`src/rtl/irq_gateway_array_if.sv`:
```
// Request/claim/complete bundle between platform interrupt wires, the gateway and the core interrupt controller.
// The master side drives the lines and service strobes; the gateway is the slave.
interface irq_gateway_array_if #(
    parameter int N_CH = 8,
    parameter int ID_W = (N_CH > 1) ? $clog2(N_CH) : 1
);
    logic [N_CH-1:0] irq_in;
    logic [N_CH-1:0] irq_en;
    logic [N_CH-1:0] pending;
    logic            req_valid;
    logic [ID_W-1:0] req_id;
    logic            claim;
    logic            complete_valid;
    logic [ID_W-1:0] complete_id;

    modport master (
        output irq_in, irq_en, claim, complete_valid, complete_id,
        input  pending, req_valid, req_id
    );

    modport slave (
        input  irq_in, irq_en, claim, complete_valid, complete_id,
        output pending, req_valid, req_id
    );
endinterface

```
`src/rtl/irq_gateway_array.sv`:
```
// N-channel interrupt gateway: synchronise, trigger by level/edge, hold one request per channel,
// arbitrate lowest index first and block each channel until its completion arrives.
module irq_gateway_array #(
    parameter int              N_CH        = 8,
    parameter int              SYNC_STAGES = 2,
    parameter logic [N_CH-1:0] EDGE_MASK   = '0
) (
    input logic            clock,
    input logic            reset,
    irq_gateway_array_if.slave bus
);
    localparam int ID_W = (N_CH > 1) ? $clog2(N_CH) : 1;

    typedef enum logic [1:0] {
        ST_IDLE,
        ST_PENDING,
        ST_IN_SERVICE
    } ch_state_t;

    logic [N_CH-1:0] s;
    logic [N_CH-1:0] hist_reg;
    logic [N_CH-1:0] trig;
    logic [N_CH-1:0] pending_vec;
    logic [N_CH-1:0] active;
    logic            req_valid;
    logic [ID_W-1:0] req_id;

    if (SYNC_STAGES == 0) begin : g_nosync
        assign s = bus.irq_in;
    end else begin : g_sync
        logic [N_CH-1:0] sync_reg [SYNC_STAGES];

        always_ff @(posedge clock) begin
            if (reset) begin
                for (int k = 0; k < SYNC_STAGES; k++) sync_reg[k] <= '0;
            end else begin
                sync_reg[0] <= bus.irq_in;
                for (int k = 1; k < SYNC_STAGES; k++) sync_reg[k] <= sync_reg[k-1];
            end
        end

        assign s = sync_reg[SYNC_STAGES-1];
    end

    always_ff @(posedge clock) begin
        if (reset) hist_reg <= '0;
        else       hist_reg <= s;
    end

    // History clears on reset, so an edge line already high afterwards still fires once.
    assign trig = s & ~(EDGE_MASK & hist_reg);

    assign active = pending_vec & bus.irq_en;

    always_comb begin
        req_id = '0;
        for (int i = N_CH - 1; i >= 0; i--) begin
            if (active[i]) req_id = ID_W'(i);
        end
    end

    assign req_valid = |active;

    for (genvar gi = 0; gi < N_CH; gi++) begin : g_ch
        localparam bit IS_EDGE = EDGE_MASK[gi];

        ch_state_t state_reg;
        logic      missed_reg;
        logic      claim_hit;
        logic      complete_hit;

        assign claim_hit    = bus.claim & req_valid & (req_id == ID_W'(gi));
        // Ids at or beyond N_CH never match any channel, so such completes fall through.
        assign complete_hit = bus.complete_valid & (bus.complete_id == ID_W'(gi));

        always_ff @(posedge clock) begin
            if (reset) begin
                state_reg  <= ST_IDLE;
                missed_reg <= 1'b0;
            end else begin
                case (state_reg)
                    ST_IDLE: begin
                        if (trig[gi]) state_reg <= ST_PENDING;
                    end
                    ST_PENDING: begin
                        if (IS_EDGE && trig[gi]) missed_reg <= 1'b1;
                        if (claim_hit)           state_reg  <= ST_IN_SERVICE;
                    end
                    ST_IN_SERVICE: begin
                        // An edge landing on the completing cycle counts as missed and re-arms.
                        if (complete_hit) begin
                            state_reg  <= (IS_EDGE && (missed_reg || trig[gi])) ? ST_PENDING : ST_IDLE;
                            missed_reg <= 1'b0;
                        end else if (IS_EDGE && trig[gi]) begin
                            missed_reg <= 1'b1;
                        end
                    end
                    default: state_reg <= ST_IDLE;
                endcase
            end
        end

        assign pending_vec[gi] = (state_reg == ST_PENDING);
    end

    assign bus.pending   = pending_vec;
    assign bus.req_valid = req_valid;
    assign bus.req_id    = req_id;
endmodule

```
`src/flat_wrapper.sv`:
```
// flat-port wrapper written by rule: the top's interface ports become plain ports
module irq_gateway_array_flat 
#(
    parameter int              N_CH        = 8,
    parameter int              SYNC_STAGES = 2,
    parameter logic [N_CH-1:0] EDGE_MASK   = '0
)
  (clock, reset, bus_irq_in, bus_irq_en, bus_claim, bus_complete_valid, bus_complete_id, bus_pending, bus_req_valid, bus_req_id);
  irq_gateway_array_if #(.N_CH(N_CH)) bus_i ();
  input logic clock;
  input logic reset;
  input wire logic [$bits(bus_i.irq_in)-1:0] bus_irq_in;
  input wire logic [$bits(bus_i.irq_en)-1:0] bus_irq_en;
  input wire logic [$bits(bus_i.claim)-1:0] bus_claim;
  input wire logic [$bits(bus_i.complete_valid)-1:0] bus_complete_valid;
  input wire logic [$bits(bus_i.complete_id)-1:0] bus_complete_id;
  output wire logic [$bits(bus_i.pending)-1:0] bus_pending;
  output wire logic [$bits(bus_i.req_valid)-1:0] bus_req_valid;
  output wire logic [$bits(bus_i.req_id)-1:0] bus_req_id;
  assign bus_i.irq_in = bus_irq_in;
  assign bus_i.irq_en = bus_irq_en;
  assign bus_i.claim = bus_claim;
  assign bus_i.complete_valid = bus_complete_valid;
  assign bus_i.complete_id = bus_complete_id;
  assign bus_pending = bus_i.pending;
  assign bus_req_valid = bus_i.req_valid;
  assign bus_req_id = bus_i.req_id;
  irq_gateway_array #(.N_CH(N_CH), .SYNC_STAGES(SYNC_STAGES), .EDGE_MASK(EDGE_MASK)) u_core (.clock(clock), .reset(reset), .bus(bus_i));
endmodule
```
`config.mk`:
```
export PLATFORM = sky130hd
export DESIGN_NAME = irq_gateway_array_flat
export DESIGN_NICKNAME = d
export VERILOG_FILES = /design/src/rtl/irq_gateway_array_if.sv /design/src/rtl/irq_gateway_array.sv /design/src/flat_wrapper.sv
export SDC_FILE = /design/constraint.sdc
export NUM_CORES = 1
export LEC_CHECK = 0
export ABC_AREA = 0
export ABC_CLOCK_PERIOD_IN_PS = 2250
export CAP_MARGIN = 0
export CORE_AREA = 8 8 61 63
export CTS_BUF_LIST = sky130_fd_sc_hd__clkbuf_8
export CTS_CLUSTER_DIAMETER = 150
export DETAILED_ROUTE_END_ITERATION = 6
export DIE_AREA = 0 0 69 71
export HOLD_SLACK_MARGIN = 0.1
export PLACE_DENSITY = 0.8
export SLEW_MARGIN = 40
export SYNTH_ARGS = -nofsm -noshare
export SYNTH_HDL_FRONTEND = slang
export SYNTH_SLANG_ARGS = --single-unit
```
`constraint.sdc`:
```
create_clock -name clock -period 2.25 [get_ports clock]
set_input_delay 0.5625 -clock clock [delete_from_list [all_inputs] [get_ports clock]]
set_output_delay 0.5625 -clock clock [all_outputs]
set_load 0.01 [all_outputs]
```
==> run_results.csv <==
group,metric,value,unit
status,status,"finished, final reports clean",
detailed_routing,wl_met1,1520,µm
power,pwr-share-seq,0.498,
setup_path,critical_path.top_delay_family,"compound AO/OA/AOI/OAI gates",
logic_synthesis,ys_top_cells_by_count,"dfxtp_1 (32), nor2b_1 (25), nor2_1 (8), nor3_1 (8), o21ai_0 (7)",
logic_synthesis,synth_top_family_by_area,"simple AND/OR/NAND/NOR gates",
logic_synthesis,yosys-top-cells-area,"dfxtp_1 (48%), nor2b_1 (12%), nand3b_4 (3.0%), nor3_1 (3.0%), nand3b_1 (2.8%)",
cells_and_area,fill_cells,235,
floorplan,core-area,2850,µm²
cells_and_area,seqCellArea,641,µm²
global_routing,antenna_found_initial,0,
detailed_routing,drt-initial-drc-count,59,
cells_and_area,nNetsFinal,224,
clock_network,clk_path_buf_depth,2,
clock_network,clock-sinks,32,
timing,rsz0062_at_grt,"false",
logic_synthesis,async_flop_share,0,
floorplan,pin_count,35,
logic_synthesis,synth_cell_types,38,
logic_synthesis,ys_seq_elements,32,
logic_synthesis,synth_top_area_share,0.476,
timing,setup_tns,0,ps
logic_synthesis,syn_area,1350,µm²
power,peakVddDrop,474,µV
place,dpl.hpwl,2560,µm
detailed_routing,ant_nets,0,
detailed_routing,routedWlPerCell,14.4,µm
clock_network,cts_tree,"built",
hold_path,hp-class,"flip-flop to flip-flop",
detailed_routing,routed_wl,3370,µm
clock_network,path_clk_slew,60,ps
timing,final_max_slew_viol_count,0,
setup_path,critPathLaunchType,"primary input",
setup_path,crit_slowest_cell,"a311o_1",
power,p_leak,0.857,nW
global_routing,grt_max_degree,21,
logic_synthesis,synth_xor_area_frac,0,
logic_synthesis,synthCells,140,
detailed_routing,dr_wl_met3,245,µm
timing,min_period,2180,ps
logic_synthesis,yosys_most_used_dff,"dfxtp_1",
setup_path,reg2reg_slack,460,ps
detailed_routing,wl_met2,1570,µm
detailed_routing,viasPerCell,5.29,
logic_synthesis,synth_edf_count,0,
logic_synthesis,synth_compound_area_frac,0.145,
logic_synthesis,synth_fp_nets,163,
logic_synthesis,synthMuxAreaShare,0,
timing,hold_viol,0,
timing,slew_headroom,0.737,
cells_and_area,drive_gt1_frac,0.234,
floorplan,rows,20,
setup_path,worstSetupPathType,"primary input to output port",
timing,post-route-period-util,0.969,
setup_path,worstPathCellList,"clkdlybuf4s15_1, and3b_2, nand2b_4, a311o_1, a21boi_1, buf_2",
logic_synthesis,synth-simple-area-share,0.364,
logic_synthesis,synth.most_common_cell,"dfxtp_1",
setup_path,cp.required,1690,ps
power,swShare,0.247,
detailed_routing,first_pass_iters,4,
timing,worst_pin_slew,391,ps
power,p_clk_frac,0.339,
setup_path,critPathCaptureType,"output port",
setup_path,path_max_fanout,2,
global_routing,grt-ovfl-total,0,
timing,setup_viol,0,
clock_network,cts-root-buf,"clkbuf_8",
floorplan,start_util,0.471,
detailed_routing,topRoutingLayerUsed,"met4",
timing,clock.fmax,459,MHz
power,pwr_density_cell,619,nW/µm²
logic_synthesis,synthAdderAreaFrac,0,
floorplan,die_height,71,µm
global_routing,grt_pass1_vias,1233,
setup_path,crit_arrival,1620,ps
detailed_routing,drc,0,
logic_synthesis,synth_top_area_cell,"dfxtp_1",
flow_run,drv_cap,0,
setup_path,worstPathBufferInverterCount,2,
cells_and_area,insertedDiodeCount,0,
timing,hold_ws,438,ps
floorplan,die_area,4900,µm²
power,p_sw,0.000300,W
clock_network,postCtsHoldBufs,0,
global_routing,grt_pass1_wl,5540,µm
power,p_comb_frac,0.162,
logic_synthesis,yosys_warnings,0,
place,globalplace.congestion,0.882,
logic_synthesis,seq_area_frac_synth,0.476,
cells_and_area,syn_to_final_growth,45.8,%
clock_network,cts_buffers,5,
floorplan,die_x,69,µm
setup_path,max_stage_delay,300,ps
clock_network,cts-htree-levels,2,
power,intPower,0.000913,W
timing,clock_skew,6.66,ps
global_routing,grtUsageTotal,0.139,
detailed_routing,vias,1238,
place,io_buffers,34,
logic_synthesis,syn_area_per_cell,9.61,µm²
clock_network,clk_latency,280,ps
cells_and_area,multi_input_area,704,µm²
-- cells by family after synthesis --
logic type,after synthesis
flip-flops,32
buffers and inverters,5
AND/OR/NAND/NOR,76
AO/OA/AOI/OAI,27
-- placed cells by master (no fill, tap or decap), drive strengths merged, types with 2 or more instances in the layout --
master,count
clkdlybuf4s50,23
nor4,3
a21oi,5
nand2,6
a31oi,2
buf,27
inv,2
o21ai,7
nand3,4
o211a,2
nor2,8
o311ai,2
dfxtp,32
nand2b,4
nor2b,25
nor3,8
nand3b,8
dlygate4sd2,4
and3b,3
clkbuf,6
-- power by group through the flow --
stage	clock network [W]	logic, W	registers (W)
2_1_floorplan	0	0.0000798	0.000615
3_3_place_gp	0	0.000194	0.000616
3_5_place_dp	0	0.000198	0.000617
4_1_cts	0.000424	0.000194	0.000605
5_1_grt	0.000449	0.000216	0.000607
6_report	0.000412	0.000197	0.000605
-- final cells by class --
| type | count | area share |
|---|---|---|
| multi-input cells | 103 | 0.359 |
| inverters | 2 | 0.00383 |
| flip-flops and latches | 32 | 0.327 |
| clock buffers | 5 | 0.0351 |
| clock inverters | 2 | 0.00638 |
| repair buffers | 57 | 0.248 |
| well taps | 33 | 0.0211 |
-- timing repair --
| action | in CTS | in global routing |
|---|---|---|
| pin swaps | 5 | 5 |
| setup buffers | 2 | 1 |
| gates resized for setup | 26 | 4 |
| setup endpoints to repair | 4 | 2 |
| cloned | 0 | 0 |
-- final timing paths --
| check | start | end | cells after the start |
|---|---|---|---|
| setup reg to reg | u_core.g_ch[7].state_reg[1] | u_core.g_ch[6].state_reg[1] | 6 |
| hold / removal | u_core.g_sync.sync_reg[0][5] | u_core.g_sync.sync_reg[0][13] | 1 |
| hold reg to reg | u_core.g_sync.sync_reg[0][5] | u_core.g_sync.sync_reg[0][13] | 1 |
| setup / recovery | bus_irq_en[7] | bus_req_id[0] | 6 |
-- routing by layer --
metal | vias up | track usage
li1 | 623 | -
met2 | 40 | 0.231
met1 | 570 | 0.151
met3 | 5 | 0.0573
met4 | 0 | 0.0638
met5 | - | 0
-- metrics by stage --
step	cells	power (W)	setup WS, ps	utilization	cell area, µm²
after global placement	224	0.000810	-686	0.654	1860
after detailed placement	224	0.000815	-695	0.654	1860
after global routing	234	0.00127	21.6	0.687	1960
final	234	0.00121	69.2	0.687	1960
after floorplan	140	0.000694	207	-	1350
after CTS	233	0.00122	14.1	0.685	1950
Power figures use the tool's default switching activity.
